==> src/rtl/alu_pkg.sv <==
// Shared ALU definitions: opcode encodings and the sequential multiplier state type.
package alu_pkg;

  localparam int unsigned ALU_OP_W = 4;

  localparam logic [ALU_OP_W-1:0] ALU_OP_ADD = 4'b0000;
  localparam logic [ALU_OP_W-1:0] ALU_OP_SUB = 4'b0001;
  localparam logic [ALU_OP_W-1:0] ALU_OP_RRC = 4'b1101;

  typedef enum logic [2:0] {
    IDLE,
    ADD,
    RRC_HI,
    RRC_LO,
    DONE
  } mul_state_t;

endpackage

==> src/rtl/ALU_8_BIT.sv <==
// Shared 8-bit combinational ALU datapath.
// Ports: d0/d1 operands, alu_op opcode, c_in carry in; y result, c_out carry out.
//   ADD: {c_out,y} = d0 + d1 + c_in
//   SUB: {c_out,y} = d0 - d1 - c_in (c_out is the borrow)
//   RRC: y = {c_in, d0[7:1]}, c_out = d0[0]
module ALU_8_BIT
  import alu_pkg::*;
(
  input  logic [7:0]          d0,
  input  logic [7:0]          d1,
  input  logic [ALU_OP_W-1:0] alu_op,
  input  logic                c_in,
  output logic [7:0]          y,
  output logic                c_out
);

  always_comb begin
    y     = 8'h00;
    c_out = 1'b0;
    case (alu_op)
      ALU_OP_ADD: {c_out, y} = 9'(d0) + 9'(d1) + 9'(c_in);
      ALU_OP_SUB: {c_out, y} = 9'(d0) - 9'(d1) - 9'(c_in);
      ALU_OP_RRC: begin
        y     = {c_in, d0[7:1]};
        c_out = d0[0];
      end
      default: begin
        y     = 8'h00;
        c_out = 1'b0;
      end
    endcase
  end

endmodule

==> src/rtl/alu_mul_seq.sv <==
// Multi-cycle 8x8 unsigned shift-and-add multiplier sequencing the shared ALU.
// Each of ITERS iterations takes three cycles: conditional ADD of M into A,
// rotate A right through carry, rotate Q right through carry.
// Ports: clk, rst_n (sync, active-low); in_valid/in_ready with op_a/op_b;
//        out_valid/out_ready with product={A,Q} and zero; busy when not IDLE.
module alu_mul_seq
  import alu_pkg::*;
#(
  parameter int unsigned DATA_W = 8,
  parameter int unsigned ITERS  = 8
) (
  input  logic                  clk,
  input  logic                  rst_n,
  input  logic                  in_valid,
  output logic                  in_ready,
  input  logic [DATA_W-1:0]     op_a,
  input  logic [DATA_W-1:0]     op_b,
  output logic                  out_valid,
  input  logic                  out_ready,
  output logic [2*DATA_W-1:0]   product,
  output logic                  zero,
  output logic                  busy
);

  localparam int unsigned CNT_W = 3;

  mul_state_t        state_q, state_d;
  logic [DATA_W-1:0] a_q, a_d;
  logic [DATA_W-1:0] q_q, q_d;
  logic [DATA_W-1:0] m_q, m_d;
  logic              c_q, c_d;
  logic [CNT_W-1:0]  cnt_q, cnt_d;
  logic              in_ready_q, in_ready_d;
  logic              out_valid_q, out_valid_d;
  logic              busy_q, busy_d;
  logic              zero_q, zero_d;

  logic [DATA_W-1:0]   alu_d0, alu_d1, alu_y;
  logic [ALU_OP_W-1:0] alu_op;
  logic                alu_cin, alu_cout;

  // Operand/op mux into the shared ALU; idle states drive a quiet ADD of zeros.
  always_comb begin
    alu_d0  = '0;
    alu_d1  = '0;
    alu_op  = ALU_OP_ADD;
    alu_cin = 1'b0;
    case (state_q)
      ADD: begin
        alu_d0 = a_q;
        alu_d1 = m_q;
      end
      RRC_HI: begin
        alu_d0  = a_q;
        alu_op  = ALU_OP_RRC;
        alu_cin = c_q;
      end
      RRC_LO: begin
        alu_d0  = q_q;
        alu_op  = ALU_OP_RRC;
        alu_cin = c_q;
      end
      default: ;
    endcase
  end

  ALU_8_BIT u_alu (
    .d0     (alu_d0),
    .d1     (alu_d1),
    .alu_op (alu_op),
    .c_in   (alu_cin),
    .y      (alu_y),
    .c_out  (alu_cout)
  );

  // Next-state and register update.
  always_comb begin
    state_d = state_q;
    a_d     = a_q;
    q_d     = q_q;
    m_d     = m_q;
    c_d     = c_q;
    cnt_d   = cnt_q;
    case (state_q)
      IDLE: begin
        if (in_valid && in_ready_q) begin
          m_d     = op_a;
          q_d     = op_b;
          a_d     = '0;
          c_d     = 1'b0;
          cnt_d   = '0;
          state_d = ADD;
        end
      end
      ADD: begin
        // The cycle is spent even when Q[0]=0 so latency stays fixed.
        if (q_q[0]) begin
          a_d = alu_y;
          c_d = alu_cout;
        end else begin
          c_d = 1'b0;
        end
        state_d = RRC_HI;
      end
      RRC_HI: begin
        a_d     = alu_y;
        c_d     = alu_cout;
        state_d = RRC_LO;
      end
      RRC_LO: begin
        q_d = alu_y;
        c_d = 1'b0;
        if (cnt_q == CNT_W'(ITERS - 1)) begin
          state_d = DONE;
        end else begin
          cnt_d   = cnt_q + CNT_W'(1);
          state_d = ADD;
        end
      end
      DONE: begin
        if (out_ready) state_d = IDLE;
      end
      default: state_d = IDLE;
    endcase
    in_ready_d  = (state_d == IDLE);
    out_valid_d = (state_d == DONE);
    busy_d      = (state_d != IDLE);
    zero_d      = ({a_d, q_d} == '0);
  end

  always_ff @(posedge clk) begin
    if (!rst_n) begin
      state_q     <= IDLE;
      a_q         <= '0;
      q_q         <= '0;
      m_q         <= '0;
      c_q         <= 1'b0;
      cnt_q       <= '0;
      in_ready_q  <= 1'b1;
      out_valid_q <= 1'b0;
      busy_q      <= 1'b0;
      zero_q      <= 1'b1;
    end else begin
      state_q     <= state_d;
      a_q         <= a_d;
      q_q         <= q_d;
      m_q         <= m_d;
      c_q         <= c_d;
      cnt_q       <= cnt_d;
      in_ready_q  <= in_ready_d;
      out_valid_q <= out_valid_d;
      busy_q      <= busy_d;
      zero_q      <= zero_d;
    end
  end

  assign in_ready  = in_ready_q;
  assign out_valid = out_valid_q;
  assign busy      = busy_q;
  assign zero      = zero_q;
  assign product   = {a_q, q_q};

endmodule

==> config.mk <==
export PLATFORM = sky130hd
export DESIGN_NAME = alu_mul_seq
export DESIGN_NICKNAME = d
export VERILOG_FILES = /design/src/rtl/alu_pkg.sv /design/src/rtl/ALU_8_BIT.sv /design/src/rtl/alu_mul_seq.sv
export SDC_FILE = /design/constraint.sdc
export NUM_CORES = 1
export LEC_CHECK = 0
export CORE_AREA = 2 2 60 104
export DETAILED_ROUTE_END_ITERATION = 6
export DIE_AREA = 0 0 62 106
export HOLD_SLACK_MARGIN = 0.03
export PLACE_DENSITY = 0.75
export SYNTH_ARGS = -nofsm -noshare
export SYNTH_HDL_FRONTEND = slang
export SYNTH_HIERARCHICAL = 1
export SYNTH_SLANG_ARGS = --single-unit
==> constraint.sdc <==
create_clock -name clk -period 3.9 [get_ports clk]
set_input_delay 0.585 -clock clk [delete_from_list [all_inputs] [get_ports clk]]
set_output_delay 0.585 -clock clk [all_outputs]
set_load 0.01 [all_outputs]
==> impl_metrics.ini <==
[grt]
grt.total_usage_pct = 26.1
grt_start_max_net_pins = 33
grt_pass1_wl_um = 12900
grt_remaining_overflow = 0
grt_pass1_vias = 2740
antenna_found_initial = 0

[timing]
fin_crit_sh_pct = 98.3
drv_slew = 0
clock_skew_ns = 0.00545
clock.fmax_ghz = 0.261
grt_setup_unrepaired = yes
slew_headroom_pct = 34.8
hold_violations = 0
min_period_ns = 3.83
setup_viol = 0
worst_pin_slew_ns = 0.975

[critical_path]
cp_max_fo = 4
worstPathArrival_ns = 4.04
crit_type = reg -> reg
required_ns = 4.10
start_kind = flop
end_kind = flop

[yosys]
async_flop_share_pct = 0
synth_cells = 335
synth_cell_type_count = 49
yosys_warnings = 6
ys_dominant_reg_cell = dfxtp_1
ys_seq_elements = 35
yosysTopAreaCell = dfxtp_1
synth_edf_count = 0
seq_area_frac_synth_pct = 25.2
yosys.area.top_type_share_pct = 25.2
syn_area_per_cell_um2 = 8.29
synth.area.top_cells = dfxtp_1 25%, ha_1 10%, a22oi_1 7.6%
syn_area_um2 = 2780

[placement]
place.gp.congestion = 0.970
numPortBuffers = 39
dp_hpwl_um = 6190
dp_cells = 457

[detailed_routing]
routed_wl_um = 8230
initialDrtViolationCount = 129
drc_errors = 0
ant_nets = 0
first_pass_iters = 4
wl_per_cell_um = 17.3
routed-via-count = 2729
routed_via_density = 5.75

[cells_and_area]
num-nets-final = 443
layout_commonest_cell = clkdlybuf4s50_1
areaGrowthSynthToFinish_pct = 31.7
diodes = 0
drive_gt1_share_pct = 21.4
register_area_um2 = 706
fill_cells = 497
multi_input_area_um2 = 2030
utilization_pct = 63.2
final_cells = 475
final_cell_mix = 39 x clkdlybuf4s50_1, 33 x nand2_1, 33 x dfxtp_1

[clock_network]
cts_root_buffer = clkbuf_8
cts.clk_slew.worst_paths_ns = 0.08
clock_latency_ns = 0.29
htree_num_levels = 2
cts.sinks = 35
cts_tree = done
clockBufferDepth = 2
cts_buffers = 5

[floorplanning]
core.rowCount = 37
core_um2 = 5790
io_pins = 40
die_h_um = 106
die_w_um = 62
die-area_um2 = 6570
initial_core_util_pct = 48.0

[run]
drv_cap = 0

[pwr]
finalPower_mw = 1.13
power.density_nw_per_um2 = 309
ir_worst_vdd_mv = 0.276
p_leak_nw = 1.50

[status]
outcome = finished clean

[min_path]
hold_path_class = reg -> reg
==> cells by family after synthesis <==
logic type | synth area share, %
AOI/OAI and AO/OA | 26.8
xor gates and xnor gates | 4.10
adders and majority gates | 13.2
buffers and inverters | 6.62
DFF | 25.2
muxes | 4.77
other | 0.135
and+or+nand+nor | 19.1
==> area by class of cell <==
| class | instances | area share (%) |
|---|---|---|
| Timing Repair Buffer | 69 | 17.2 |
| Multi-Input combinational cell | 258 | 55.6 |
| Inverter | 27 | 2.77 |
| Sequential cell | 35 | 19.3 |
| Clock inverter | 3 | 0.547 |
| Tap cell | 78 | 2.67 |
| Clock buffer | 5 | 1.88 |
==> sequential cells by signal, summed over array words and instances (netlist names) <==
signal,flops
in_ready,1
zero,1
c_q,1
out_valid,1
state_q,3
m_q,8
q_q,8
a_q,8
cnt_q,3
busy,1
==> worst max-delay path, cell delays in order (launching register included) <==
cell and delay (ns):
dfxtp_4 0.37, mux2_2 0.34, a22oi_2 0.18, nor2_4 0.07
fa_2 0.37, fa_2 0.36, nand2b_4 0.15, a21oi_4 0.14
o21ai_2 0.09, xor2_1 0.15, a22oi_1 0.23, o21ai_2 0.12
or3_4 0.36, o41ai_2 0.24, nand4_1 0.20, o41ai_4 0.37
==> routing by layer <==
layer / GRT usage [%] / wire, um / up-vias
met3: 3.77 / 253 / 36
met5: 0 / 0 / -
met2: 45.9 / 4500 / 80
met1: 27.2 / 3000 / 1301
li1: - / - / 1312
met4: 15.8 / 476 / 0
==> power by group <==
| part | internal, mW | switching, mW |
|---|---|---|
| sequential | 0.393 | 0.0258 |
| clock | 0.124 | 0.142 |
| combinational | 0.214 | 0.233 |
==> repair_timing <==
action / CTS / global route
gates cloned: 0 / 0
hold buffers: 0 / 0
setup buffers: 0 / 10
gates resized for setup: 7 / 34
endpoints found under the hold margin: 0 / 0
endpoints found under the setup margin: 1 / 1
pin swaps: 0 / 7
==> metrics by stage <==
stage / hold slack [ns] / TNS (ns) / cell area [um2] / setup slack (ns)
final: 0.467 / 0 / 3660 / 0.0659
after global placement: 0.452 / -0.0175 / 3340 / -0.0175
after detailed placement: 0.458 / -0.0903 / 3340 / -0.0903
after CTS: 0.468 / 0 / 3450 / 0.00861
after floorplan: 0.439 / 0 / 2790 / 0.0260
after global routing: 0.508 / -0.102 / 3660 / -0.102
==> synth_stat cells (all sizes together) (2+ instances only) <==
cell     number
nor3          4
mux2         10
or3           4
nand3         2
o21bai        3
inv          27
o2bb2ai       2
fa            4
and3          8
xnor2        10
and2         10
nor2b        17
nor2         11
mux2i         2
xor2          3
nand2b        4
o211ai        5
a21o          3
o31a          2
o31ai         2
a21boi       12
a22oi        30
or4           2
buf           8
clkbuf        8
a211oi        3
nand2        33
o41ai         2
a22o          3
o21ai        18
nor4          2
a21oi        16
ha           23
dfxtp        35
==> path summary, 6_finish.rpt <==
check	from	cells after the start	endpoint	slack, ns
min reg2reg	m_q[3]$_SDFFE_PN0P_	2	m_q[3]$_SDFFE_PN0P_	0.47
max reg2reg	state_q[0]$_SDFF_PN0_	15	zero$_SDFF_PN1_	0.07
min	m_q[3]$_SDFFE_PN0P_	2	m_q[3]$_SDFFE_PN0P_	0.47
max	state_q[0]$_SDFF_PN0_	15	zero$_SDFF_PN1_	0.07
Note: power is estimated with default switching activity, not from simulation.
